### config.mk
export PLATFORM = sky130hd
export DESIGN_NAME = mem_stage_ctrl_flat
export DESIGN_NICKNAME = d
export VERILOG_FILES = /design/src/rtl/mem_stage_ctrl_if.sv /design/src/rtl/mem_stage_ctrl.sv /design/src/flat_wrapper.sv
export SDC_FILE = /design/constraint.sdc
export NUM_CORES = 1
export LEC_CHECK = 0
export CAP_MARGIN = 20
export CORE_UTILIZATION = 42
export DETAILED_ROUTE_END_ITERATION = 8
export MAX_ROUTING_LAYER = met4
export PLACE_DENSITY = 0.78
export SYNTH_ARGS = -nofsm -noshare
export SYNTH_HDL_FRONTEND = slang
export SYNTH_SLANG_ARGS = --single-unit
### constraint.sdc
create_clock -name clk -period 2.7 [get_ports clk]
set_input_delay 0.675 -clock clk [delete_from_list [all_inputs] [get_ports clk]]
set_output_delay 0.675 -clock clk [all_outputs]
set_load 0.1 [all_outputs]
### src/rtl/mem_stage_ctrl_if.sv
// Memory-side request/response bundle between the M-stage controller and data memory.
// Master issues requests and consumes load responses; slave is the memory.
interface mem_stage_ctrl_if #(
  parameter int DATA_WIDTH = 32
);
  logic                  mem_req_valid;
  logic                  mem_req_ready;
  logic                  mem_we;
  logic [DATA_WIDTH-1:0] mem_addr;
  logic [DATA_WIDTH-1:0] mem_wdata;
  logic [3:0]            mem_be;
  logic                  mem_rsp_valid;
  logic [DATA_WIDTH-1:0] mem_rdata;

  modport master (
    output mem_req_valid, mem_we, mem_addr, mem_wdata, mem_be,
    input  mem_req_ready, mem_rsp_valid, mem_rdata
  );

  modport slave (
    input  mem_req_valid, mem_we, mem_addr, mem_wdata, mem_be,
    output mem_req_ready, mem_rsp_valid, mem_rdata
  );
endinterface

### src/rtl/mem_stage_ctrl.sv
// M-stage load/store controller: stalls the pipeline across a valid/ready memory request and response.
// Store stalls >= 2 cycles, load >= 3; request held stable until ready; loads abort after TIMEOUT_CYCLES.
module mem_stage_ctrl #(
  parameter int DATA_WIDTH     = 32,
  parameter int TIMEOUT_CYCLES = 255
) (
  input  logic                  clk,
  input  logic                  rst,
  input  logic                  MemReadM,
  input  logic                  MemWriteM,
  input  logic [DATA_WIDTH-1:0] ALUResultM,
  input  logic [DATA_WIDTH-1:0] WriteDataM,
  input  logic [2:0]            LS_modeM,
  mem_stage_ctrl_if.master      mem,
  output logic [DATA_WIDTH-1:0] ReadDataM,
  output logic                  StallM,
  output logic                  MisalignM,
  output logic                  TimeoutM,
  output logic [31:0]           stall_count
);

  localparam int TW = $clog2(TIMEOUT_CYCLES + 1);

  typedef enum logic [1:0] {
    IDLE,
    REQ,
    WAIT,
    DONE
  } state_e;

  state_e                state_q, state_d;
  logic [DATA_WIDTH-1:0] addr_q, addr_d;
  logic [DATA_WIDTH-1:0] wdata_q, wdata_d;
  logic [3:0]            be_q, be_d;
  logic                  we_q, we_d;
  logic [2:0]            mode_q, mode_d;
  logic [TW-1:0]         timer_q, timer_d;
  logic [DATA_WIDTH-1:0] rdata_q, rdata_d;
  logic                  timeout_q, timeout_d;
  logic [31:0]           stall_cnt_q, stall_cnt_d;

  logic                  access;
  logic                  size_byte;
  logic                  size_half;
  logic                  misaligned;
  logic [DATA_WIDTH-1:0] st_wdata;
  logic [3:0]            st_be;
  logic [DATA_WIDTH-1:0] lane;
  logic [DATA_WIDTH-1:0] load_fmt;
  logic                  stall;
  logic                  misalign;
  logic                  req_valid;

  // Modes 011/110/111 share the low-bit pattern of a word access.
  assign size_byte = (LS_modeM[1:0] == 2'b00);
  assign size_half = (LS_modeM[1:0] == 2'b01);
  assign access    = (MemReadM | MemWriteM) & ~rst;

  always_comb begin
    misaligned = 1'b0;
    if (size_half) begin
      misaligned = ALUResultM[0];
    end else if (!size_byte) begin
      misaligned = |ALUResultM[1:0];
    end
  end

  always_comb begin
    st_wdata = WriteDataM;
    st_be    = 4'b1111;
    if (size_byte) begin
      st_wdata = {4{WriteDataM[7:0]}};
      st_be    = 4'b0001 << ALUResultM[1:0];
    end else if (size_half) begin
      st_wdata = {2{WriteDataM[15:0]}};
      st_be    = 4'b0011 << ALUResultM[1:0];
    end
  end

  assign lane = mem.mem_rdata >> {addr_q[1:0], 3'b000};

  always_comb begin
    case (mode_q)
      3'b000:  load_fmt = {{24{lane[7]}}, lane[7:0]};
      3'b001:  load_fmt = {{16{lane[15]}}, lane[15:0]};
      3'b100:  load_fmt = {24'd0, lane[7:0]};
      3'b101:  load_fmt = {16'd0, lane[15:0]};
      default: load_fmt = lane;
    endcase
  end

  always_comb begin
    state_d   = state_q;
    addr_d    = addr_q;
    wdata_d   = wdata_q;
    be_d      = be_q;
    we_d      = we_q;
    mode_d    = mode_q;
    timer_d   = timer_q;
    rdata_d   = rdata_q;
    timeout_d = 1'b0;
    stall     = 1'b0;
    misalign  = 1'b0;
    req_valid = 1'b0;

    case (state_q)
      IDLE: begin
        if (access) begin
          if (misaligned) begin
            misalign = 1'b1;
          end else begin
            stall   = 1'b1;
            addr_d  = ALUResultM;
            mode_d  = LS_modeM;
            we_d    = MemWriteM;
            wdata_d = MemWriteM ? st_wdata : '0;
            be_d    = MemWriteM ? st_be : 4'b1111;
            state_d = REQ;
          end
        end
      end
      REQ: begin
        stall     = 1'b1;
        req_valid = 1'b1;
        if (mem.mem_req_ready) begin
          timer_d = '0;
          state_d = we_q ? DONE : WAIT;
        end
      end
      WAIT: begin
        stall = 1'b1;
        if (mem.mem_rsp_valid) begin
          rdata_d = load_fmt;
          state_d = DONE;
        end else if (timer_q == TW'(TIMEOUT_CYCLES - 1)) begin
          rdata_d   = '0;
          timeout_d = 1'b1;
          state_d   = DONE;
        end else begin
          timer_d = timer_q + 1'b1;
        end
      end
      DONE: begin
        state_d = IDLE;
      end
      default: begin
        state_d = IDLE;
      end
    endcase
  end

  assign stall_cnt_d = (stall && (stall_cnt_q != 32'hFFFF_FFFF)) ? stall_cnt_q + 1'b1 : stall_cnt_q;

  always_ff @(posedge clk) begin
    if (rst) begin
      state_q     <= IDLE;
      addr_q      <= '0;
      wdata_q     <= '0;
      be_q        <= '0;
      we_q        <= 1'b0;
      mode_q      <= '0;
      timer_q     <= '0;
      rdata_q     <= '0;
      timeout_q   <= 1'b0;
      stall_cnt_q <= '0;
    end else begin
      state_q     <= state_d;
      addr_q      <= addr_d;
      wdata_q     <= wdata_d;
      be_q        <= be_d;
      we_q        <= we_d;
      mode_q      <= mode_d;
      timer_q     <= timer_d;
      rdata_q     <= rdata_d;
      timeout_q   <= timeout_d;
      stall_cnt_q <= stall_cnt_d;
    end
  end

  assign mem.mem_req_valid = req_valid;
  assign mem.mem_we        = we_q;
  assign mem.mem_addr      = {addr_q[DATA_WIDTH-1:2], 2'b00};
  assign mem.mem_wdata     = wdata_q;
  assign mem.mem_be        = be_q;

  assign ReadDataM   = rdata_q;
  assign StallM      = stall;
  assign MisalignM   = misalign;
  assign TimeoutM    = timeout_q;
  assign stall_count = stall_cnt_q;

  a_req_stable : assert property (@(posedge clk) disable iff (rst)
    (mem.mem_req_valid && !mem.mem_req_ready) |=>
      (mem.mem_req_valid && $stable(mem.mem_addr) && $stable(mem.mem_be) &&
       $stable(mem.mem_wdata) && $stable(mem.mem_we)));

  a_no_stall_on_misalign : assert property (@(posedge clk) !(MisalignM && StallM));

endmodule

### src/flat_wrapper.sv
// flat-port wrapper written by rule: the top's interface ports become plain ports
module mem_stage_ctrl_flat 
#(
  parameter int DATA_WIDTH     = 32,
  parameter int TIMEOUT_CYCLES = 255
)
  (clk, rst, MemReadM, MemWriteM, ALUResultM, WriteDataM, LS_modeM, ReadDataM, StallM, MisalignM, TimeoutM, stall_count, mem_mem_req_valid, mem_mem_we, mem_mem_addr, mem_mem_wdata, mem_mem_be, mem_mem_req_ready, mem_mem_rsp_valid, mem_mem_rdata);
  mem_stage_ctrl_if #(.DATA_WIDTH(DATA_WIDTH)) mem_i ();
  input  logic clk;
  input  logic rst;
  input  logic MemReadM;
  input  logic MemWriteM;
  input  logic [DATA_WIDTH-1:0] ALUResultM;
  input  logic [DATA_WIDTH-1:0] WriteDataM;
  input  logic [2:0] LS_modeM;
  output logic [DATA_WIDTH-1:0] ReadDataM;
  output logic StallM;
  output logic MisalignM;
  output logic TimeoutM;
  output logic [31:0] stall_count;
  output wire logic [$bits(mem_i.mem_req_valid)-1:0] mem_mem_req_valid;
  output wire logic [$bits(mem_i.mem_we)-1:0] mem_mem_we;
  output wire logic [$bits(mem_i.mem_addr)-1:0] mem_mem_addr;
  output wire logic [$bits(mem_i.mem_wdata)-1:0] mem_mem_wdata;
  output wire logic [$bits(mem_i.mem_be)-1:0] mem_mem_be;
  input wire logic [$bits(mem_i.mem_req_ready)-1:0] mem_mem_req_ready;
  input wire logic [$bits(mem_i.mem_rsp_valid)-1:0] mem_mem_rsp_valid;
  input wire logic [$bits(mem_i.mem_rdata)-1:0] mem_mem_rdata;
  assign mem_mem_req_valid = mem_i.mem_req_valid;
  assign mem_mem_we = mem_i.mem_we;
  assign mem_mem_addr = mem_i.mem_addr;
  assign mem_mem_wdata = mem_i.mem_wdata;
  assign mem_mem_be = mem_i.mem_be;
  assign mem_i.mem_req_ready = mem_mem_req_ready;
  assign mem_i.mem_rsp_valid = mem_mem_rsp_valid;
  assign mem_i.mem_rdata = mem_mem_rdata;
  mem_stage_ctrl #(.DATA_WIDTH(DATA_WIDTH), .TIMEOUT_CYCLES(TIMEOUT_CYCLES)) u_core (.clk(clk), .rst(rst), .MemReadM(MemReadM), .MemWriteM(MemWriteM), .ALUResultM(ALUResultM), .WriteDataM(WriteDataM), .LS_modeM(LS_modeM), .mem(mem_i), .ReadDataM(ReadDataM), .StallM(StallM), .MisalignM(MisalignM), .TimeoutM(TimeoutM), .stall_count(stall_count));
endmodule
==> results of run 1 <==
==> per-stage QoR <==
step                cells  hold slack (ns)  utilization, %  power [mW]  cell area [um^2]
detailed placement   1264           0.4445           56.88       5.380              9433
floorplan             859           0.4367               -       4.656              7253
finish               1297           0.4540           60.35       7.668             10010
CTS                  1297           0.4527           60.34       7.718             10010
global route         1297           0.4707           60.35       7.981             10010
global placement     1263           0.4392           56.81       5.344              9422
==> kinds of logic (layout without fill, tap and decap cells) <==
group / Yosys count / after routing / share of synthesized area [%]
buffers and inverters: 103 / 321 / 7.376
adder cells (fa/ha/maj): 12 / 12 / 2.097
flip-flops: 147 / 147 / 41.11
AND/OR/NAND/NOR: 341 / 341 / 23.30
AO/OA/AOI/OAI: 197 / 197 / 17.65
other: 1 / 2 / 0.05239
XOR/XNOR: 7 / 7 / 0.8565
multiplexers: 50 / 50 / 7.551
==> metal layers <==
| metal | global-route usage, % | part of all wire, % |
|---|---|---|
| met1 | 30.51 | 45 |
| met2 | 38.80 | 48 |
| met3 | 5.249 | 6.2 |
| met4 | 7.791 | 1.8 |
| met5 | - | 0 |
==> final cells by class <==
class                   count  area, um^2
clock buffers              19       432.9
flip-flops and latches    147        2965
repair buffers            279        2427
inverters                  10       41.29
clock inverters            13       133.9
multi-input cells         609        3732
fillers                  1521        6575
well taps                 220       275.3
==> cell usage in the layout, fill, tap and decap left out, drive strengths merged, types with 21 or more instances in the layout <==
master,count
mux2,22
o21ai,24
nor2,55
nand3,45
clkdlybuf4s50,98
mux2i,27
nand2,142
a21oi,94
buf,176
or4,21
dfxtp,147
==> registers in the layout, summed over array words and instances (netlist names) <==
register and flops:
u_core.stall_count 32, u_core.mem.mem_be 4, u_core.mem.mem_we 1, u_core.mem.mem_wdata 32, u_core.state_q 2, u_core.ReadDataM 32, u_core.timer_q 8, u_core.addr_q 32
u_core.mode_q 3, u_core.TimeoutM 1
==> power by group <==
part | switching [mW] | leakage (nW) | internal (mW)
sequential | 0.131 | 1.20 | 2.35
combinational | 2.02 | 2.47 | 0.859
clock | 0.951 | 0.273 | 1.36
total | 3.10 | 3.95 | 4.57
==> final timing paths <==
kind                                               start                       end  slack [ns]
worst max-delay path                            MemReadM                    StallM        0.06
worst max register to register         u_core.state_q[0]    u_core.stall_count[15]        0.25
worst min-delay path            u_core.mem.mem_wdata[27]  u_core.mem.mem_wdata[27]        0.45
worst min register to register  u_core.mem.mem_wdata[27]  u_core.mem.mem_wdata[27]        0.45
==> tightest hold or removal path, stage by stage (launching register included) <==
cell,delay [ns]
dfxtp_1,0.31
nand2_1,0.05
a21oi_1,0.05
==> repair_timing <==
action / 4_1_cts / 5_1_grt
setup endpoints to repair: 5 / 2
resized for setup: 8 / 2
setup buffers: 1 / 0
pin swaps: 3 / 2
hold buffers: 0 / 0
==> results.py, run 1 <==
metrics = {
    "outcome": {
        "status": "finished clean",
    },
    "yosys": {
        "yosysWarnings": 0,
        "syn_inst": 858,
        "ys_seq_area_share_pct": 41.11,
        "synthTopCellsByCount": "147 x dfxtp_1, 141 x nand2_1, 94 x a21oi_1",
        "synth.ff_latch_count": 147,
        "yosysMostFrequentCell": "dfxtp_1",
        "ys.flop_type": "dfxtp_1",
        "syn_area_mm2": 0.007158,
        "ys_types": 56,
        "yosysTopAreaCell": "dfxtp_1",
        "avgSynthCellArea_um2": 8.343,
        "synth_edf_count": 0,
        "yosysTopAreaCellShare_pct": 41.11,
        "ys_async_sr_fraction_pct": 0,
        "yosys-top-cells-area": "dfxtp_1 41%, nand2_1 7.4%, a21oi_1 6.6%, mux2i_1 3.8%, buf_4 3.5%",
    },
    "routing": {
        "routed_wl_mm": 20.99,
        "wire_per_inst_um": 16.18,
        "drc": 0,
        "viasPerCell": 5.409,
        "drtPass1Iterations": 5,
        "drtIter0Drc": 518,
        "ant_nets": 0,
        "num_vias": 7016,
    },
    "cts": {
        "cts.htree.levels": 4,
        "numCtsBuffers": 17,
        "clkSinkCount": 147,
        "path_clk_slew_ns": 0.06,
        "cts_buffer_depth": 2,
        "cts_root_buf": "clkbuf_16",
        "cts_tree": "yes",
        "clkLatencyLatePin_ns": 0.42,
    },
    "setup_path": {
        "r2r_cells": 7,
        "path_delay_family": "buffers and inverters",
        "critPathKind": "primary input to output port",
        "critPathSlowestCell": "clkdlybuf4s50_1",
        "critPathCaptureType": "output port",
        "cp.required_ns": 2.03,
        "cp_cell_sequence": "clkdlybuf4s50_1 -> o21ba_4 -> a41oi_4 -> or2_4 -> clkinvlp_4 -> buf_12",
        "cp_num_cells": 6,
        "critPathLaunchType": "primary input",
        "arrival_ns": 1.97,
        "cp.buffers_inverters": 3,
        "cpPeakStageDelay_ns": 0.41,
        "worstPathMaxFanout": 2,
    },
    "flow_run": {
        "maxCapViolCount": 0,
    },
    "final_layout": {
        "antenna_cells": 0,
        "drive_gt1_share_pct": 24.42,
        "final_nets": 1181,
        "layout-area-overhead-vs-synth_pct": 39.82,
    },
    "die": {
        "io-pin-count": 242,
        "dieArea_mm2": 0.01757,
        "die_h_um": 132.6,
        "die_w_um": 132.6,
        "rows": 47,
        "coreArea_mm2": 0.01658,
        "initial_utilization_pct": 43.16,
    },
    "timing": {
        "rsz0062_at_grt": "no",
        "setup-tns-final_ns": 0,
        "worst_pin_slew_ns": 0.8294,
        "fin_skew_ns": 0.009040,
        "fin_ws_ns": 0.05801,
        "slew_viol_final": 0,
        "period_minus_slack_ns": 2.642,
        "finalCritPeriodShare_pct": 97.85,
        "hold_viol_final": 0,
        "setup_viol": 0,
        "fmax_ghz": 0.3785,
        "relSlewSlack_pct": 44.70,
    },
    "global_routing": {
        "antenna_found_initial": 0,
        "grt_overflow": 0,
        "grt_pass1_wl_mm": 33.21,
        "grt_max_degree": 76,
        "grt_pass1_vias": 6488,
        "track_usage_pct": 24.30,
    },
    "pwr": {
        "peakVddDrop_mv": 0.5143,
        "power.leakage_nw": 3.945,
        "pwr_density_cell_mw_per_mm2": 766.1,
    },
    "placed_design": {
        "post-place-ws_ns": -0.4886,
        "gp_congestion": 0.8177,
        "hpwl_mm": 15.05,
        "port_buffers": 239,
    },
    "worst_hold_path": {
        "hold_depth": 2,
        "hold_class": "flip-flop to flip-flop",
    },
}
Note: power is estimated with default switching activity, not from simulation.
==> inputs of run 2 (changes only) <==
--- a/config.mk
+++ b/config.mk
@@ -8,8 +8,10 @@
 export CAP_MARGIN = 20
 export CORE_UTILIZATION = 42
 export DETAILED_ROUTE_END_ITERATION = 8
+export GPL_TIMING_DRIVEN = 0
 export MAX_ROUTING_LAYER = met4
 export PLACE_DENSITY = 0.78
+export SLEW_MARGIN = 5
 export SYNTH_ARGS = -nofsm -noshare
 export SYNTH_HDL_FRONTEND = slang
 export SYNTH_SLANG_ARGS = --single-unit
==> results.py, run 2 (synthesis results as in run 1) <==
metrics = {
    "timing": {
        "fin_skew_ns": 0.009851,
        "fin_ws_ns": 0.03524,
        "finalCritPeriodShare_pct": 98.69,
        "setup_viol": 0,
        "rsz0062_at_grt": "no",
        "worst_pin_slew_ns": 1.043,
        "slew_viol_final": 0,
        "period_minus_slack_ns": 2.665,
        "relSlewSlack_pct": 30.27,
        "hold_viol_final": 0,
        "fmax_ghz": 0.3753,
    },
    "global_routing": {
        "grtUsageMet2_pct": 43.19,
        "use_met1_pct": 30.89,
        "grt.busiest_layer": "met2",
        "grt_pass1_wl_mm": 35.34,
        "antenna_found_initial": 1,
        "grt_util_met3_pct": 6.590,
        "track_usage_pct": 26.16,
        "grt_pass1_vias": 6880,
        "grt_overflow": 0,
        "grt_max_degree": 17,
    },
    "final_layout": {
        "final_core_util_pct": 64.23,
        "multiInputGateArea_mm2": 0.003759,
        "ff_latch_area_mm2": 0.002965,
        "fillCellCount": 1438,
        "final_nets": 1245,
        "stdcell_count": 1362,
        "layout-area-overhead-vs-synth_pct": 48.80,
        "final_common_cell": "clkdlybuf4s50_1",
        "final_area_mm2": 0.01065,
        "final_cell_mix": "198 x clkdlybuf4s50_1, 141 x nand2_1, 129 x dfxtp_1, 93 x a21oi_1, 54 x nor2_1",
        "drive_gt1_share_pct": 13.41,
    },
    "die": {
        "rows": 47,
        "io-pin-count": 242,
        "coreArea_mm2": 0.01658,
        "die_h_um": 132.6,
        "die_w_um": 132.6,
        "dieArea_mm2": 0.01757,
        "initial_utilization_pct": 43.16,
    },
    "routing": {
        "drtIter0Drc": 458,
        "drtPass1Iterations": 5,
        "ant_nets": 0,
        "drc": 0,
        "num_vias": 7336,
        "routed_wl_mm": 22.77,
        "viasPerCell": 5.386,
        "wire_per_inst_um": 16.72,
    },
    "cts": {
        "cts.htree.levels": 4,
        "path_clk_slew_ns": 0.07,
        "cts_root_buf": "clkbuf_16",
        "cts_hold_buf": 0,
        "numCtsBuffers": 17,
        "cts_buffer_depth": 2,
        "clkLatencyLatePin_ns": 0.42,
        "clkSinkCount": 147,
        "cts_tree": "yes",
    },
    "setup_path": {
        "cp.required_ns": 2.03,
        "ff2ff_setup_slack_ns": 0.13,
        "critPathKind": "flip-flop to output port",
        "worstPathMaxFanout": 2,
        "r2r-start": "u_core.state_q[0]",
        "critPathCaptureType": "output port",
        "r2r_end": "u_core.ReadDataM[29]",
        "arrival_ns": 1.99,
        "critPathLaunchType": "flip-flop",
        "r2r_cells": 8,
    },
    "placed_design": {
        "post-place-ws_ns": -1.782,
        "dpl_cell_area_mm2": 0.009901,
        "gp_congestion": 0.8710,
        "port_buffers": 237,
        "place_inst": 1316,
        "hpwl_mm": 16.89,
    },
    "pwr": {
        "pwr_density_cell_mw_per_mm2": 730.9,
        "peakVddDrop_mv": 0.4551,
        "power.leakage_nw": 4.265,
    },
    "worst_hold_path": {
        "hold_depth": 2,
        "min_to": "u_core.addr_q[5]",
        "hold_start": "u_core.addr_q[5]",
        "hold_class": "flip-flop to flip-flop",
    },
    "flow_run": {
        "maxCapViolCount": 0,
    },
    "outcome": {
        "status": "finished clean",
    },
}
[run 2: how the worst max path moves through the flow]
| stage | start | to | slack (ns) |
|---|---|---|---|
| floorplan | LS_modeM[0] | StallM | -0.13 |
| global placement | ALUResultM[1] | StallM | -1.76 |
| detailed placement | ALUResultM[1] | StallM | -1.78 |
| CTS | u_core.stall_count[31] | stall_count[31] | 0.003 |
| global route | u_core.stall_count[21] | stall_count[21] | 0.002 |
| finish | u_core.addr_q[30] | mem_mem_addr[30] | 0.04 |
[run 2: report_power, final]
part           internal [mW]  switching, mW
clock network           1.29           1.02
registers               2.35          0.127
logic                  0.917           2.08
[run 2: layout make-up]
cell class,count,share of cell area (%)
multi-input cells,610,35.29
flip-flops and latches,147,27.84
repair buffers,251,23.73
plain buffers,91,4.769
clock buffers,17,3.994
well taps,220,2.584
clock inverters,15,1.386
inverters,10,0.3876
diodes,1,0.02349
[run 2: critical path, cell delays in order (launching register included)]
cell and delay, ns:
dfxtp_1 0.33, buf_4 0.10, clkdlybuf4s50_1 1.13
[run 2: through the flow]
step	TNS (ns)	hold slack, ns	power (mW)
after floorplan	-0.1278	0.4367	4.656
after global placement	-65.29	0.4380	5.401
after detailed placement	-71.02	0.4455	5.426
after CTS	0	0.4571	7.791
after global routing	0	0.4691	8.085
final	0	0.4546	7.786
[run 2: metal layers]
layer / routed length (um) / vias up
met4: 468 / 0
li1: - / 3584
met5: 0 / -
met2: 11040 / 278
met3: 1714 / 32
met1: 9549 / 3442
[run 2: timing repair]
item	in CTS	in global routing
pin swaps	3	4
gates resized for setup	45	31
endpoints found under the setup margin	105	39
setup buffers	6	8
cloned	1	0
==> inputs of run 3 (changes only) <==
--- a/config.mk
+++ b/config.mk
@@ -10,7 +10,7 @@
 export DETAILED_ROUTE_END_ITERATION = 8
 export GPL_TIMING_DRIVEN = 0
 export MAX_ROUTING_LAYER = met4
-export PLACE_DENSITY = 0.78
+export PLACE_DENSITY_LB_ADDON = 0.08
 export SLEW_MARGIN = 5
 export SYNTH_ARGS = -nofsm -noshare
 export SYNTH_HDL_FRONTEND = slang
==> results.py, run 3 (synthesis results as in run 1) <==
metrics = {
    "final_layout": {
        "ff_latch_area_mm2": 0.002967,
        "layout-area-overhead-vs-synth_pct": 48.56,
        "antenna_cells": 0,
        "final_common_cell": "clkdlybuf4s50_1",
        "final_nets": 1241,
        "multiInputGateArea_mm2": 0.003770,
        "stdcell_count": 1357,
        "fillCellCount": 1515,
        "drive_gt1_share_pct": 13.28,
        "final_core_util_pct": 64.12,
        "final_cell_mix": "186 x clkdlybuf4s50_1, 141 x nand2_1, 128 x dfxtp_1, 93 x a21oi_1, 54 x nor2_1",
    },
    "cts": {
        "clkSinkCount": 147,
        "cts_root_buf": "clkbuf_16",
        "clkLatencyLatePin_ns": 0.44,
        "cts_hold_buf": 0,
        "numCtsBuffers": 17,
        "cts.htree.levels": 4,
        "cts_tree": "yes",
        "path_clk_slew_ns": 0.07,
        "cts_buffer_depth": 2,
    },
    "setup_path": {
        "ff2ff_setup_slack_ns": 0.11,
        "arrival_ns": 2.00,
        "r2r_end": "u_core.ReadDataM[29]",
        "critPathLaunch": "u_core.addr_q[9]",
        "critPathKind": "flip-flop to output port",
        "crit_path_end": "mem_mem_addr[9]",
        "worstPathMaxFanout": 2,
        "cp.required_ns": 2.03,
        "r2r-start": "u_core.state_q[0]",
        "critPathCaptureType": "output port",
        "critPathLaunchType": "flip-flop",
        "r2r_cells": 8,
    },
    "timing": {
        "rsz0062_at_grt": "yes",
        "fin_skew_ns": 0.008144,
        "fmax_ghz": 0.3740,
        "slew_viol_final": 0,
        "period_minus_slack_ns": 2.674,
        "finalCritPeriodShare_pct": 99.03,
        "worst_pin_slew_ns": 1.034,
        "setup_viol": 0,
        "relSlewSlack_pct": 30.88,
        "hold_viol_final": 0,
    },
    "placed_design": {
        "gp_congestion": 0.8875,
        "port_buffers": 237,
        "place_inst": 1316,
        "hpwl_mm": 16.74,
    },
    "global_routing": {
        "grt_overflow": 0,
        "antenna_found_initial": 0,
        "track_usage_pct": 25.77,
        "grt_pass1_wl_mm": 34.24,
        "grt_max_degree": 17,
        "grt_pass1_vias": 6609,
    },
    "outcome": {
        "status": "finished clean",
    },
    "routing": {
        "routed_wl_mm": 22.37,
        "drtPass1Iterations": 5,
        "ant_nets": 0,
        "wire_per_inst_um": 16.49,
        "drc": 0,
        "drtIter0Drc": 288,
        "viasPerCell": 5.269,
        "num_vias": 7150,
    },
    "die": {
        "coreArea_mm2": 0.01658,
        "die_h_um": 132.6,
        "die_w_um": 132.6,
        "dieArea_mm2": 0.01757,
        "rows": 47,
        "initial_utilization_pct": 43.16,
        "io-pin-count": 242,
    },
    "pwr": {
        "peakVddDrop_mv": 0.4694,
        "power_mw": 7.940,
        "pwr_density_cell_mw_per_mm2": 746.7,
        "power.leakage_nw": 4.269,
    },
    "worst_hold_path": {
        "hold_class": "flip-flop to flip-flop",
    },
    "flow_run": {
        "maxCapViolCount": 0,
    },
}
[run 3: changes by cell type in the layout (fill, tap and decap cells not counted), sizes merged]
cell,change
buf,-4
bufinv,+1
clkdlybuf4s50,-12
clkinv,-3
clkinvlp,-1
diode,-1
dlygate4sd2,+16
dlymetal6s2s,-4
inv,+3
[run 3: per-layer routing]
metal | part of all wire [%] | global-route usage, %
met1 | 43 | 30.02
met2 | 49 | 42.31
met3 | 7.2 | 8.736
met4 | 1.1 | 6.705
met5 | 0 | -
[run 3: critical path: stages, from the launching register on]
cell and delay [ns]:
dfxtp_1 0.33, buf_4 0.10, clkdlybuf4s50_1 1.12
[run 3: final cells by class]
cell class / count / share of cell area [%]
buffer: 91 / 4.754
clock buffer: 17 / 4.000
clock inverter: 15 / 1.718
inverter: 10 / 0.3883
multi-input combinational: 610 / 35.45
sequential: 147 / 27.90
tap: 220 / 2.589
timing repair buffer: 247 / 23.20
[run 3: worst min-delay path by stage]
stage / start / to / slack [ns] / cells after the start
detailed placement: u_core.mem.mem_wdata[21] / u_core.mem.mem_wdata[21] / 0.44 / 2
global route: u_core.mem.mem_wdata[1] / u_core.mem.mem_wdata[1] / 0.47 / 2
global placement: u_core.mem.mem_wdata[13] / u_core.mem.mem_wdata[13] / 0.44 / 2
CTS: u_core.mem.mem_wdata[21] / u_core.mem.mem_wdata[21] / 0.45 / 2
floorplan: u_core.addr_q[10] / u_core.addr_q[10] / 0.44 / 2
finish: u_core.mem.mem_wdata[21] / u_core.mem.mem_wdata[21] / 0.45 / 2
[run 3: power by group]
| group | switching, mW | total (mW) | internal (mW) | leakage (nW) |
|---|---|---|---|---|
| registers | 0.121 | 2.47 | 2.35 | 1.20 |
| logic | 2.07 | 2.99 | 0.923 | 2.77 |
| clock network | 1.07 | 2.48 | 1.41 | 0.298 |
[run 3: what timing repair did]
item,in CTS,in global routing
endpoints found under the setup margin,111,32
cloned,1,0
gates resized for setup,62,26
buffers inserted,7,3
pin swaps,3,3
[run 3: per-stage QoR]
| stage | hold WS [ns] | setup slack (ns) | TNS [ns] | instance area (um^2) |
|---|---|---|---|---|
| floorplan | 0.4367 | -0.1278 | -0.1278 | 7253 |
| global placement | 0.4382 | -1.716 | -63.91 | 9901 |
| detailed placement | 0.4425 | -1.719 | -63.56 | 9901 |
| CTS | 0.4524 | 0.003052 | 0 | 10530 |
| global route | 0.4709 | -0.02330 | -0.1183 | 10630 |
| finish | 0.4501 | 0.02606 | 0 | 10630 |
